### src/rtl/tq_pkg.sv
// Shared widths, FSM encoding and term record for the term scheduler.
package tq_pkg;

    localparam int NUM_BIT_EXPONENT = 3;
    localparam int EXP_W            = NUM_BIT_EXPONENT;
    localparam int SEL_W            = EXP_W + 1;
    localparam int GRP_SIZE_W       = 5;
    localparam int BUDGET_W         = 7;

    typedef enum logic [1:0] {
        ST_IDLE  = 2'd0,
        ST_RUN   = 2'd1,
        ST_DROP  = 2'd2,
        ST_DRAIN = 2'd3
    } tq_sched_state_e;

    typedef struct packed {
        logic [EXP_W-1:0] exp;
        logic             sign;
        logic             last;
    } term_t;

    // The extra select bit absorbs the carry, so the sum never overflows.
    function automatic logic [SEL_W-1:0] tq_sel(input logic [EXP_W-1:0] e, input logic [EXP_W-1:0] w);
        return SEL_W'(e) + SEL_W'(w);
    endfunction

endpackage

### src/rtl/tq_term_scheduler_if.sv
// Config, term-stream and MAC-side signals of the term scheduler; mac_pad exists only with TQ_SCHED_PAD_EN.
interface tq_term_scheduler_if;
    import tq_pkg::*;

    logic                  cfg_valid;
    logic                  cfg_ready;
    logic [GRP_SIZE_W-1:0] cfg_group_size;
    logic [BUDGET_W-1:0]   cfg_group_budget;
    logic [EXP_W-1:0]      cfg_weight_exp;
    logic                  term_valid;
    logic                  term_ready;
    logic [EXP_W-1:0]      term_exp;
    logic                  term_sign;
    logic                  term_last;
    logic                  mac_valid;
    logic                  mac_ready;
    logic [SEL_W-1:0]      mac_sel;
    logic                  mac_sign;
    logic                  grp_done;
    logic [BUDGET_W-1:0]   grp_dropped;
    logic                  busy;
`ifdef TQ_SCHED_PAD_EN
    logic                  mac_pad;
`endif

    modport master (
        output cfg_valid, cfg_group_size, cfg_group_budget, cfg_weight_exp,
        output term_valid, term_exp, term_sign, term_last, mac_ready,
        input  cfg_ready, term_ready, mac_valid, mac_sel, mac_sign,
        input  grp_done, grp_dropped, busy
`ifdef TQ_SCHED_PAD_EN
        , input mac_pad
`endif
    );

    modport slave (
        input  cfg_valid, cfg_group_size, cfg_group_budget, cfg_weight_exp,
        input  term_valid, term_exp, term_sign, term_last, mac_ready,
        output cfg_ready, term_ready, mac_valid, mac_sel, mac_sign,
        output grp_done, grp_dropped, busy
`ifdef TQ_SCHED_PAD_EN
        , output mac_pad
`endif
    );

endinterface

### src/rtl/tq_term_fifo.sv
// Synchronous FIFO of term records with show-ahead read data.
// Latency: a push is visible at the head one cycle later.
// Backpressure: full flag; a push while full is taken only together with a pop.
module tq_term_fifo
    import tq_pkg::*;
#(
    parameter int DEPTH = 8
) (
    input  logic  clk,
    input  logic  reset,
    input  logic  push,
    input  term_t push_dat,
    output logic  full,
    input  logic  pop,
    output term_t pop_dat,
    output logic  empty
);
    localparam int AW = $clog2(DEPTH);
    localparam logic [AW:0] FULL_CNT = DEPTH[AW:0];

    term_t         mem [DEPTH];
    logic [AW-1:0] wr_ptr;
    logic [AW-1:0] rd_ptr;
    logic [AW:0]   count;
    logic          do_push;
    logic          do_pop;

    assign full    = (count == FULL_CNT);
    assign empty   = (count == '0);
    assign do_pop  = pop && !empty;
    assign do_push = push && (!full || do_pop);
    assign pop_dat = mem[rd_ptr];

    always_ff @(posedge clk) begin
        if (reset) begin
            wr_ptr <= '0;
            rd_ptr <= '0;
            count  <= '0;
        end else begin
            if (do_push) wr_ptr <= wr_ptr + 1'b1;
            if (do_pop)  rd_ptr <= rd_ptr + 1'b1;
            if (do_push && !do_pop)      count <= count + 1'b1;
            else if (!do_push && do_pop) count <= count - 1'b1;
        end
    end

    always_ff @(posedge clk) begin
        if (do_push) mem[wr_ptr] <= push_dat;
    end

endmodule

### src/rtl/tq_term_scheduler.sv
// Issues buffered terms to the MAC chain within a per-group budget, drops the excess, then drains; TQ_SCHED_PAD_EN pads groups to budget.
// Latency: FIFO pop to mac_valid is 1 cycle; grp_done follows NUM_COMBINED_TERMS idle cycles after the last issued term is accepted.
// Backpressure: mac_ready low holds mac_* and stops pops; term_ready falls when the term FIFO is full.
module tq_term_scheduler
    import tq_pkg::*;
#(
    parameter int NUM_COMBINED_TERMS = 8,
    parameter int FIFO_DEPTH         = 8
) (
    input logic                clk,
    input logic                reset,
    tq_term_scheduler_if.slave bus
);
    localparam logic [1:0] IDLE  = ST_IDLE;
    localparam logic [1:0] RUN   = ST_RUN;
    localparam logic [1:0] DROP  = ST_DROP;
    localparam logic [1:0] DRAIN = ST_DRAIN;

    localparam int DR_W = $clog2(NUM_COMBINED_TERMS) + 1;
    localparam logic [DR_W-1:0] DR_LAST = DR_W'(NUM_COMBINED_TERMS - 1);

    logic [1:0]            state;
    logic [GRP_SIZE_W-1:0] size_q;
    logic [BUDGET_W-1:0]   budget_q;
    logic [EXP_W-1:0]      wexp_q;
    logic [GRP_SIZE_W-1:0] val_cnt;
    logic [BUDGET_W-1:0]   term_cnt;
    logic [BUDGET_W-1:0]   drop_cnt;
    logic [DR_W-1:0]       drain_cnt;
    logic                  mac_valid_q;
    logic [SEL_W-1:0]      mac_sel_q;
    logic                  mac_sign_q;
    logic                  grp_done_q;
    logic [BUDGET_W-1:0]   grp_dropped_q;
`ifdef TQ_SCHED_PAD_EN
    logic                  mac_pad_q;
`endif

    term_t                 head;
    logic                  fifo_full;
    logic                  fifo_empty;
    logic                  fifo_pop;
    logic                  out_free;
    logic                  run_pop;
    logic                  drop_pop;
    logic                  final_val;
    logic                  pad_issue;
    logic                  pad_done;
    logic [GRP_SIZE_W-1:0] val_cnt_inc;
    logic [BUDGET_W-1:0]   term_cnt_inc;

    tq_term_fifo #(.DEPTH(FIFO_DEPTH)) u_fifo (
        .clk      (clk),
        .reset    (reset),
        .push     (bus.term_valid && !fifo_full),
        .push_dat ('{exp: bus.term_exp, sign: bus.term_sign, last: bus.term_last}),
        .full     (fifo_full),
        .pop      (fifo_pop),
        .pop_dat  (head),
        .empty    (fifo_empty)
    );

    assign out_free     = !mac_valid_q || bus.mac_ready;
    assign val_cnt_inc  = val_cnt + 1'b1;
    assign term_cnt_inc = term_cnt + 1'b1;
    assign final_val    = head.last && (val_cnt_inc == size_q);
    assign run_pop      = (state == RUN) && !fifo_empty && out_free && (term_cnt != budget_q);
    assign drop_pop     = (state == DROP) && !fifo_empty;
    assign fifo_pop     = run_pop || drop_pop;

`ifdef TQ_SCHED_PAD_EN
    assign pad_done  = (term_cnt == budget_q);
    assign pad_issue = (state == DRAIN) && out_free && !pad_done;
    assign bus.mac_pad = mac_pad_q;
`else
    assign pad_done  = 1'b1;
    assign pad_issue = 1'b0;
`endif

    assign bus.cfg_ready   = (state == IDLE);
    assign bus.busy        = (state != IDLE);
    assign bus.term_ready  = !fifo_full;
    assign bus.mac_valid   = mac_valid_q;
    assign bus.mac_sel     = mac_sel_q;
    assign bus.mac_sign    = mac_sign_q;
    assign bus.grp_done    = grp_done_q;
    assign bus.grp_dropped = grp_dropped_q;

    always_ff @(posedge clk) begin
        if (reset) begin
            state         <= IDLE;
            size_q        <= '0;
            budget_q      <= '0;
            wexp_q        <= '0;
            val_cnt       <= '0;
            term_cnt      <= '0;
            drop_cnt      <= '0;
            drain_cnt     <= '0;
            mac_valid_q   <= 1'b0;
            mac_sel_q     <= '0;
            mac_sign_q    <= 1'b0;
            grp_done_q    <= 1'b0;
            grp_dropped_q <= '0;
`ifdef TQ_SCHED_PAD_EN
            mac_pad_q     <= 1'b0;
`endif
        end else begin
            grp_done_q <= 1'b0;
            if (mac_valid_q && bus.mac_ready) mac_valid_q <= 1'b0;

            case (state)
                IDLE: if (bus.cfg_valid) begin
                    size_q        <= (bus.cfg_group_size == '0) ? GRP_SIZE_W'(1) : bus.cfg_group_size;
                    budget_q      <= bus.cfg_group_budget;
                    wexp_q        <= bus.cfg_weight_exp;
                    val_cnt       <= '0;
                    term_cnt      <= '0;
                    drop_cnt      <= '0;
                    drain_cnt     <= '0;
                    grp_dropped_q <= '0;
                    state         <= RUN;
                end
                RUN: if (budget_q == '0) begin
                    state <= DROP;
                end else if (run_pop) begin
                    mac_valid_q <= 1'b1;
                    mac_sel_q   <= tq_sel(head.exp, wexp_q);
                    mac_sign_q  <= head.sign;
`ifdef TQ_SCHED_PAD_EN
                    mac_pad_q   <= 1'b0;
`endif
                    term_cnt    <= term_cnt_inc;
                    if (head.last) val_cnt <= val_cnt_inc;
                    // The final value wins over budget exhaustion: nothing is left to drop.
                    if (final_val)                      state <= DRAIN;
                    else if (term_cnt_inc == budget_q)  state <= DROP;
                end
                DROP: if (drop_pop) begin
                    if (drop_cnt != '1) drop_cnt <= drop_cnt + 1'b1;
                    if (head.last)      val_cnt  <= val_cnt_inc;
                    if (final_val)      state    <= DRAIN;
                end
                DRAIN: if (pad_issue) begin
                    mac_valid_q <= 1'b1;
                    mac_sel_q   <= '0;
                    mac_sign_q  <= 1'b0;
`ifdef TQ_SCHED_PAD_EN
                    mac_pad_q   <= 1'b1;
`endif
                    term_cnt    <= term_cnt_inc;
                end else if (pad_done && !mac_valid_q) begin
                    if (drain_cnt == DR_LAST) begin
                        grp_done_q    <= 1'b1;
                        grp_dropped_q <= drop_cnt;
                        drain_cnt     <= '0;
                        state         <= IDLE;
                    end else begin
                        drain_cnt <= drain_cnt + 1'b1;
                    end
                end
                default: state <= IDLE;
            endcase
        end
    end

endmodule

### src/flat_wrapper.sv
// flat-port wrapper written by rule: the top's interface ports become plain ports
module tq_term_scheduler_flat import tq_pkg::*;
#(
    parameter int NUM_COMBINED_TERMS = 8,
    parameter int FIFO_DEPTH         = 8
)
  (clk, reset, bus_cfg_valid, bus_cfg_group_size, bus_cfg_group_budget, bus_cfg_weight_exp, bus_term_valid, bus_term_exp, bus_term_sign, bus_term_last, bus_mac_ready, bus_cfg_ready, bus_term_ready, bus_mac_valid, bus_mac_sel, bus_mac_sign, bus_grp_done, bus_grp_dropped, bus_busy);
  tq_term_scheduler_if bus_i ();
  input logic clk;
  input logic reset;
  input wire logic [$bits(bus_i.cfg_valid)-1:0] bus_cfg_valid;
  input wire logic [$bits(bus_i.cfg_group_size)-1:0] bus_cfg_group_size;
  input wire logic [$bits(bus_i.cfg_group_budget)-1:0] bus_cfg_group_budget;
  input wire logic [$bits(bus_i.cfg_weight_exp)-1:0] bus_cfg_weight_exp;
  input wire logic [$bits(bus_i.term_valid)-1:0] bus_term_valid;
  input wire logic [$bits(bus_i.term_exp)-1:0] bus_term_exp;
  input wire logic [$bits(bus_i.term_sign)-1:0] bus_term_sign;
  input wire logic [$bits(bus_i.term_last)-1:0] bus_term_last;
  input wire logic [$bits(bus_i.mac_ready)-1:0] bus_mac_ready;
  output wire logic [$bits(bus_i.cfg_ready)-1:0] bus_cfg_ready;
  output wire logic [$bits(bus_i.term_ready)-1:0] bus_term_ready;
  output wire logic [$bits(bus_i.mac_valid)-1:0] bus_mac_valid;
  output wire logic [$bits(bus_i.mac_sel)-1:0] bus_mac_sel;
  output wire logic [$bits(bus_i.mac_sign)-1:0] bus_mac_sign;
  output wire logic [$bits(bus_i.grp_done)-1:0] bus_grp_done;
  output wire logic [$bits(bus_i.grp_dropped)-1:0] bus_grp_dropped;
  output wire logic [$bits(bus_i.busy)-1:0] bus_busy;
  assign bus_i.cfg_valid = bus_cfg_valid;
  assign bus_i.cfg_group_size = bus_cfg_group_size;
  assign bus_i.cfg_group_budget = bus_cfg_group_budget;
  assign bus_i.cfg_weight_exp = bus_cfg_weight_exp;
  assign bus_i.term_valid = bus_term_valid;
  assign bus_i.term_exp = bus_term_exp;
  assign bus_i.term_sign = bus_term_sign;
  assign bus_i.term_last = bus_term_last;
  assign bus_i.mac_ready = bus_mac_ready;
  assign bus_cfg_ready = bus_i.cfg_ready;
  assign bus_term_ready = bus_i.term_ready;
  assign bus_mac_valid = bus_i.mac_valid;
  assign bus_mac_sel = bus_i.mac_sel;
  assign bus_mac_sign = bus_i.mac_sign;
  assign bus_grp_done = bus_i.grp_done;
  assign bus_grp_dropped = bus_i.grp_dropped;
  assign bus_busy = bus_i.busy;
  tq_term_scheduler #(.NUM_COMBINED_TERMS(NUM_COMBINED_TERMS), .FIFO_DEPTH(FIFO_DEPTH)) u_core (.clk(clk), .reset(reset), .bus(bus_i));
endmodule
### config.mk
export PLATFORM = sky130hd
export DESIGN_NAME = tq_term_scheduler_flat
export DESIGN_NICKNAME = d
export VERILOG_FILES = /design/src/rtl/tq_pkg.sv /design/src/rtl/tq_term_scheduler_if.sv /design/src/rtl/tq_term_fifo.sv /design/src/rtl/tq_term_scheduler.sv /design/src/flat_wrapper.sv
export SDC_FILE = /design/constraint.sdc
export NUM_CORES = 1
export LEC_CHECK = 0
export CAP_MARGIN = 20
export CORE_ASPECT_RATIO = 1.25
export CORE_MARGIN = 5
export CORE_UTILIZATION = 58
export DETAILED_ROUTE_END_ITERATION = 16
export PLACE_DENSITY = 0.8
export REMOVE_ABC_BUFFERS = 1
export SLEW_MARGIN = 25
export SYNTH_ARGS = -nofsm -noshare
export SYNTH_HDL_FRONTEND = slang
export SYNTH_SLANG_ARGS = --single-unit
### constraint.sdc
create_clock -name clk -period 3.1 [get_ports clk]
set_input_delay 0.31 -clock clk [delete_from_list [all_inputs] [get_ports clk]]
set_output_delay 0.31 -clock clk [all_outputs]
set_load 0.03 [all_outputs]
==> impl_metrics.env, run 1 <==
export IMPL_cap_violations=0
export IMPL_grt_pass1_vias=3475
export IMPL_drc=0
export IMPL_grt_ovfl_total=0
export IMPL_async_flop_share_pct=0
export IMPL_r2r_setup_slack_ps=240
export IMPL_max_slew_worst_pin_slew_ps=766
export IMPL_die_y_microns=114
export IMPL_status="complete, no violations"
export IMPL_syn_area_sq_mm=0.00504
export IMPL_reg2reg_from="u_core.term_cnt[3]$_SDFFE_PP0P_"
export IMPL_pwr_share_seq_pct=42.5
export IMPL_drive_above_1_share_pct=7.54
export IMPL_power_density_mw_per_mm2=699
export IMPL_htree_levels=3
export IMPL_criticalPathCategory="reg -> reg"
export IMPL_grt_total_usage_pct=19.8
export IMPL_period_minus_slack_ps=2860
export IMPL_comb_power_share_pct=36.5
export IMPL_cts_buffers=9
export IMPL_dr_max_layer_used="met4"
export IMPL_peakVddDrop_mv=0.460
export IMPL_clock_sinks=107
export IMPL_worstPathMaxFanout=6
export IMPL_avgSynthCellArea_sq_um=10.7
export IMPL_initial_core_util_pct=58.6
export IMPL_yosysWarnings=0
export IMPL_worst_slack_ps=242
export IMPL_rsz0062_at_grt="no"
export IMPL_ioPinCount=42
export IMPL_final_nets=555
export IMPL_fmax_mhz=350
export IMPL_area_delta_synth_final_pct=14.8
export IMPL_setup_worst_path_end="u_core.u_fifo.count[3]$_SDFFE_PP0P_"
export IMPL_crit_arrival_ps=3170
export IMPL_swShare_pct=36.4
export IMPL_synth_cell_type_count=58
export IMPL_antenna_found_initial=0
export IMPL_ys_seq_area_share_pct=50.4
export IMPL_synth_edf_count=40
export IMPL_place_congestion=0.911
export IMPL_met1Wirelength_microns=4080
export IMPL_finalSetupViolations=0
export IMPL_ys_ff_latch=107
export IMPL_worst_r2r_cell_count=13
export IMPL_vias_per_cell=5.57
export IMPL_cp_end_kind="flop"
export IMPL_drt_wl_total_microns=10100
export IMPL_switchingPower_w=0.00148
export IMPL_maxSlewHeadroom_pct=48.5
export IMPL_worstHoldPathType="in -> reg"
export IMPL_worstSetupStartpoint="u_core.term_cnt[3]$_SDFFE_PP0P_"
export IMPL_fillCellCount=705
export IMPL_place_ws_ps=59.5
export IMPL_clockBufferDepth=2
export IMPL_cts_tree="built"
export IMPL_fin_skew_ps=18.7
export IMPL_cts_hold_fix_buffers=0
export IMPL_portBuffers=41
export IMPL_first_pass_iters=4
export IMPL_antennaDiodeCount=0
export IMPL_die_w_microns=93.4
export IMPL_report_final_slew_viol_count=0
export IMPL_synthFlopType="dfxtp_1"
export IMPL_wl_met2_microns=5550
export IMPL_power_share_clock_pct=20.9
export IMPL_clkTransAtPathRegs_ps=110
export IMPL_wl_met3_microns=267
export IMPL_setup_tns_ps=0
export IMPL_hold_violations=0
export IMPL_p_leak_nw=2.10
export IMPL_post_dp_hpwl_microns=7370
export IMPL_p_int_w=0.00257
export IMPL_ant_nets=0
export IMPL_worstReg2RegEnd="u_core.u_fifo.count[3]$_SDFFE_PP0P_"
export IMPL_die_area_sq_mm=0.0107
export IMPL_core_area_sq_mm=0.00861
export IMPL_rows=38
export IMPL_insertion_delay_ps=380
export IMPL_cp_required_ps=3410
export IMPL_drt_initial_drc_count=196
export IMPL_period_share_pct=92.2
export IMPL_grt_max_degree=25
export IMPL_cts_root_buf="clkbuf_8"
export IMPL_min_from="reset"
export IMPL_avgRoutedWirePerCell_microns=15.8
export IMPL_via_count=3548
export IMPL_critPathLaunchType="flop"
export IMPL_grt_pass1_wl_microns=16400
export IMPL_synth_cells=472
## metrics by stage
stage / utilization, % / power [W] / instance area, sq um / std cells / hold slack (ps)
after CTS: 67.1 / 0.00406 / 5770 / 637 / 356
after floorplan: - / 0.00275 / 4930 / 450 / 379
after global routing: 67.3 / 0.00432 / 5790 / 637 / 374
final: 67.3 / 0.00405 / 5790 / 637 / 356
after global placement: 64.7 / 0.00316 / 5570 / 621 / 442
after detailed placement: 64.7 / 0.00321 / 5570 / 621 / 444
## layout make-up
class / count / area [sq um] / area share [%]
Sequential cell: 107 / 2540 / 43.9
Clock buffer: 11 / 153 / 2.64
Timing Repair Buffer: 51 / 480 / 8.30
Inverter: 17 / 63.8 / 1.10
Tap cell: 120 / 150 / 2.59
Clock inverter: 5 / 43.8 / 0.756
Multi-Input combinational cell: 326 / 2360 / 40.7
## cells in the final DEF, fill, tap and decap left out, types with 15 or more instances in the layout
cell / n
dfxtp_1: 66
nand2_1: 49
nor2_1: 43
clkdlybuf4s50_1: 40
edfxtp_1: 40
a21oi_1: 37
xor2_1: 21
inv_1: 17
ha_1: 16
nand3_1: 15
## power by group through the flow
stage	registers, W	logic (W)	clock network (W)
after detailed placement	0.00175	0.00146	0
after global placement	0.00175	0.00142	0
after floorplan	0.00175	0.00100	0
final	0.00172	0.00148	0.000848
after CTS	0.00172	0.00147	0.000863
after global routing	0.00174	0.00165	0.000923
## flip-flops by register name, summed over array words and instances (netlist names), named ones only
signal                  count
u_core.budget_q             7
u_core.bus.grp_done         1
u_core.bus.grp_dropped      7
u_core.bus.mac_sel          4
u_core.bus.mac_sign         1
u_core.bus.mac_valid        1
u_core.drain_cnt            4
u_core.drop_cnt             7
u_core.size_q               5
u_core.state                2
u_core.term_cnt             7
u_core.u_fifo.count         4
u_core.u_fifo.mem          40
u_core.u_fifo.rd_ptr        3
u_core.u_fifo.wr_ptr        3
u_core.val_cnt              5
u_core.wexp_q               3
## routing by layer
layer,GRT usage [%],vias to the layer above
met4,8.41,0
met3,2.50,16
met5,0,-
li1,-,1764
met2,37.0,58
met1,22.3,1710
## worst max-delay path, cell delays in order (launching register included)
cell and delay [ps]:
dfxtp_1 440, xor2_1 360, nor4_4 90, a21oi_2 240
nand2b_1 170, inv_1 50, ha_1 200, inv_1 110
ha_1 240, a21o_1 180, a21oi_1 180, xnor2_1 100
or3_1 300, a21oi_1 130
## synthesized netlist by cell type, drive strengths merged, types with 2 or more instances
cell type / instances / area share, %
o41ai: 2 / 0.72
a211oi: 4 / 0.60
a31oi: 2 / 0.25
o21ai: 9 / 0.89
nand2: 49 / 3.6
mux2: 2 / 0.45
buf: 6 / 0.94
dfxtp: 67 / 27
mux2i: 13 / 2.6
xor2: 22 / 3.8
or3: 3 / 0.37
o211a: 2 / 0.55
mux4: 9 / 4.6
nor2b: 3 / 0.37
nand4b: 4 / 0.69
a22oi: 2 / 0.30
clkbuf: 16 / 1.3
or4: 2 / 0.37
and3: 4 / 0.50
a21oi: 38 / 3.8
nand3b: 5 / 0.74
nor4: 5 / 0.74
o21bai: 2 / 0.30
or2b: 3 / 0.45
nand2b: 13 / 1.6
o211ai: 4 / 0.60
edfxtp: 40 / 24
ha: 16 / 4.0
fa: 2 / 0.79
inv: 17 / 1.3
o311ai: 3 / 0.52
o21a: 3 / 0.45
nand3: 15 / 1.5
a21o: 5 / 0.74
nor4b: 3 / 0.52
nand4: 3 / 0.37
nor3: 6 / 0.60
nor2: 43 / 3.2
xnor2: 12 / 2.1
and2: 3 / 0.37
## cell families after synthesis
group / share of synthesized area, %
AO/OA/AOI/OAI: 11.2
XOR/XNOR: 5.90
adder cells (fa/ha/maj): 4.76
buffers and inverters: 3.47
flip-flops: 50.4
multiplexers: 7.64
AND/OR/NAND/NOR: 16.6
## what timing repair did
action / in CTS / in global routing
pin swaps: 0 / 1
gates resized for setup: 1 / 4
setup endpoints to repair: 1 / 1
buffers inserted: 0 / 0
## worst min path at each step
stage                                                   endpoint  slack [ps]  cells after the start
final                         u_core.bus.mac_sel[2]$_SDFFE_PP0P_         360                      2
after global routing          u_core.bus.mac_sel[2]$_SDFFE_PP0P_         370                      2
after CTS                       u_core.drain_cnt[0]$_SDFFE_PP0P_         360                      2
after detailed placement  u_core.bus.grp_dropped[5]$_SDFFE_PP0P_         440                      2
after global placement    u_core.bus.grp_dropped[6]$_SDFFE_PP0P_         440                      2
after floorplan                  u_core.budget_q[0]$_SDFFE_PP0P_         380                      1
Power figures use the tool's default switching activity.
==> run 2: changes to the inputs <==
--- a/config.mk
+++ b/config.mk
@@ -9,6 +9,7 @@
 export CORE_ASPECT_RATIO = 1.25
 export CORE_MARGIN = 5
 export CORE_UTILIZATION = 58
+export CTS_CLUSTER_SIZE = 8
 export DETAILED_ROUTE_END_ITERATION = 16
 export PLACE_DENSITY = 0.8
 export REMOVE_ABC_BUFFERS = 1
==> results of run 2 <==
No change in the layout: final DEF, timing and power equal those of run 1.
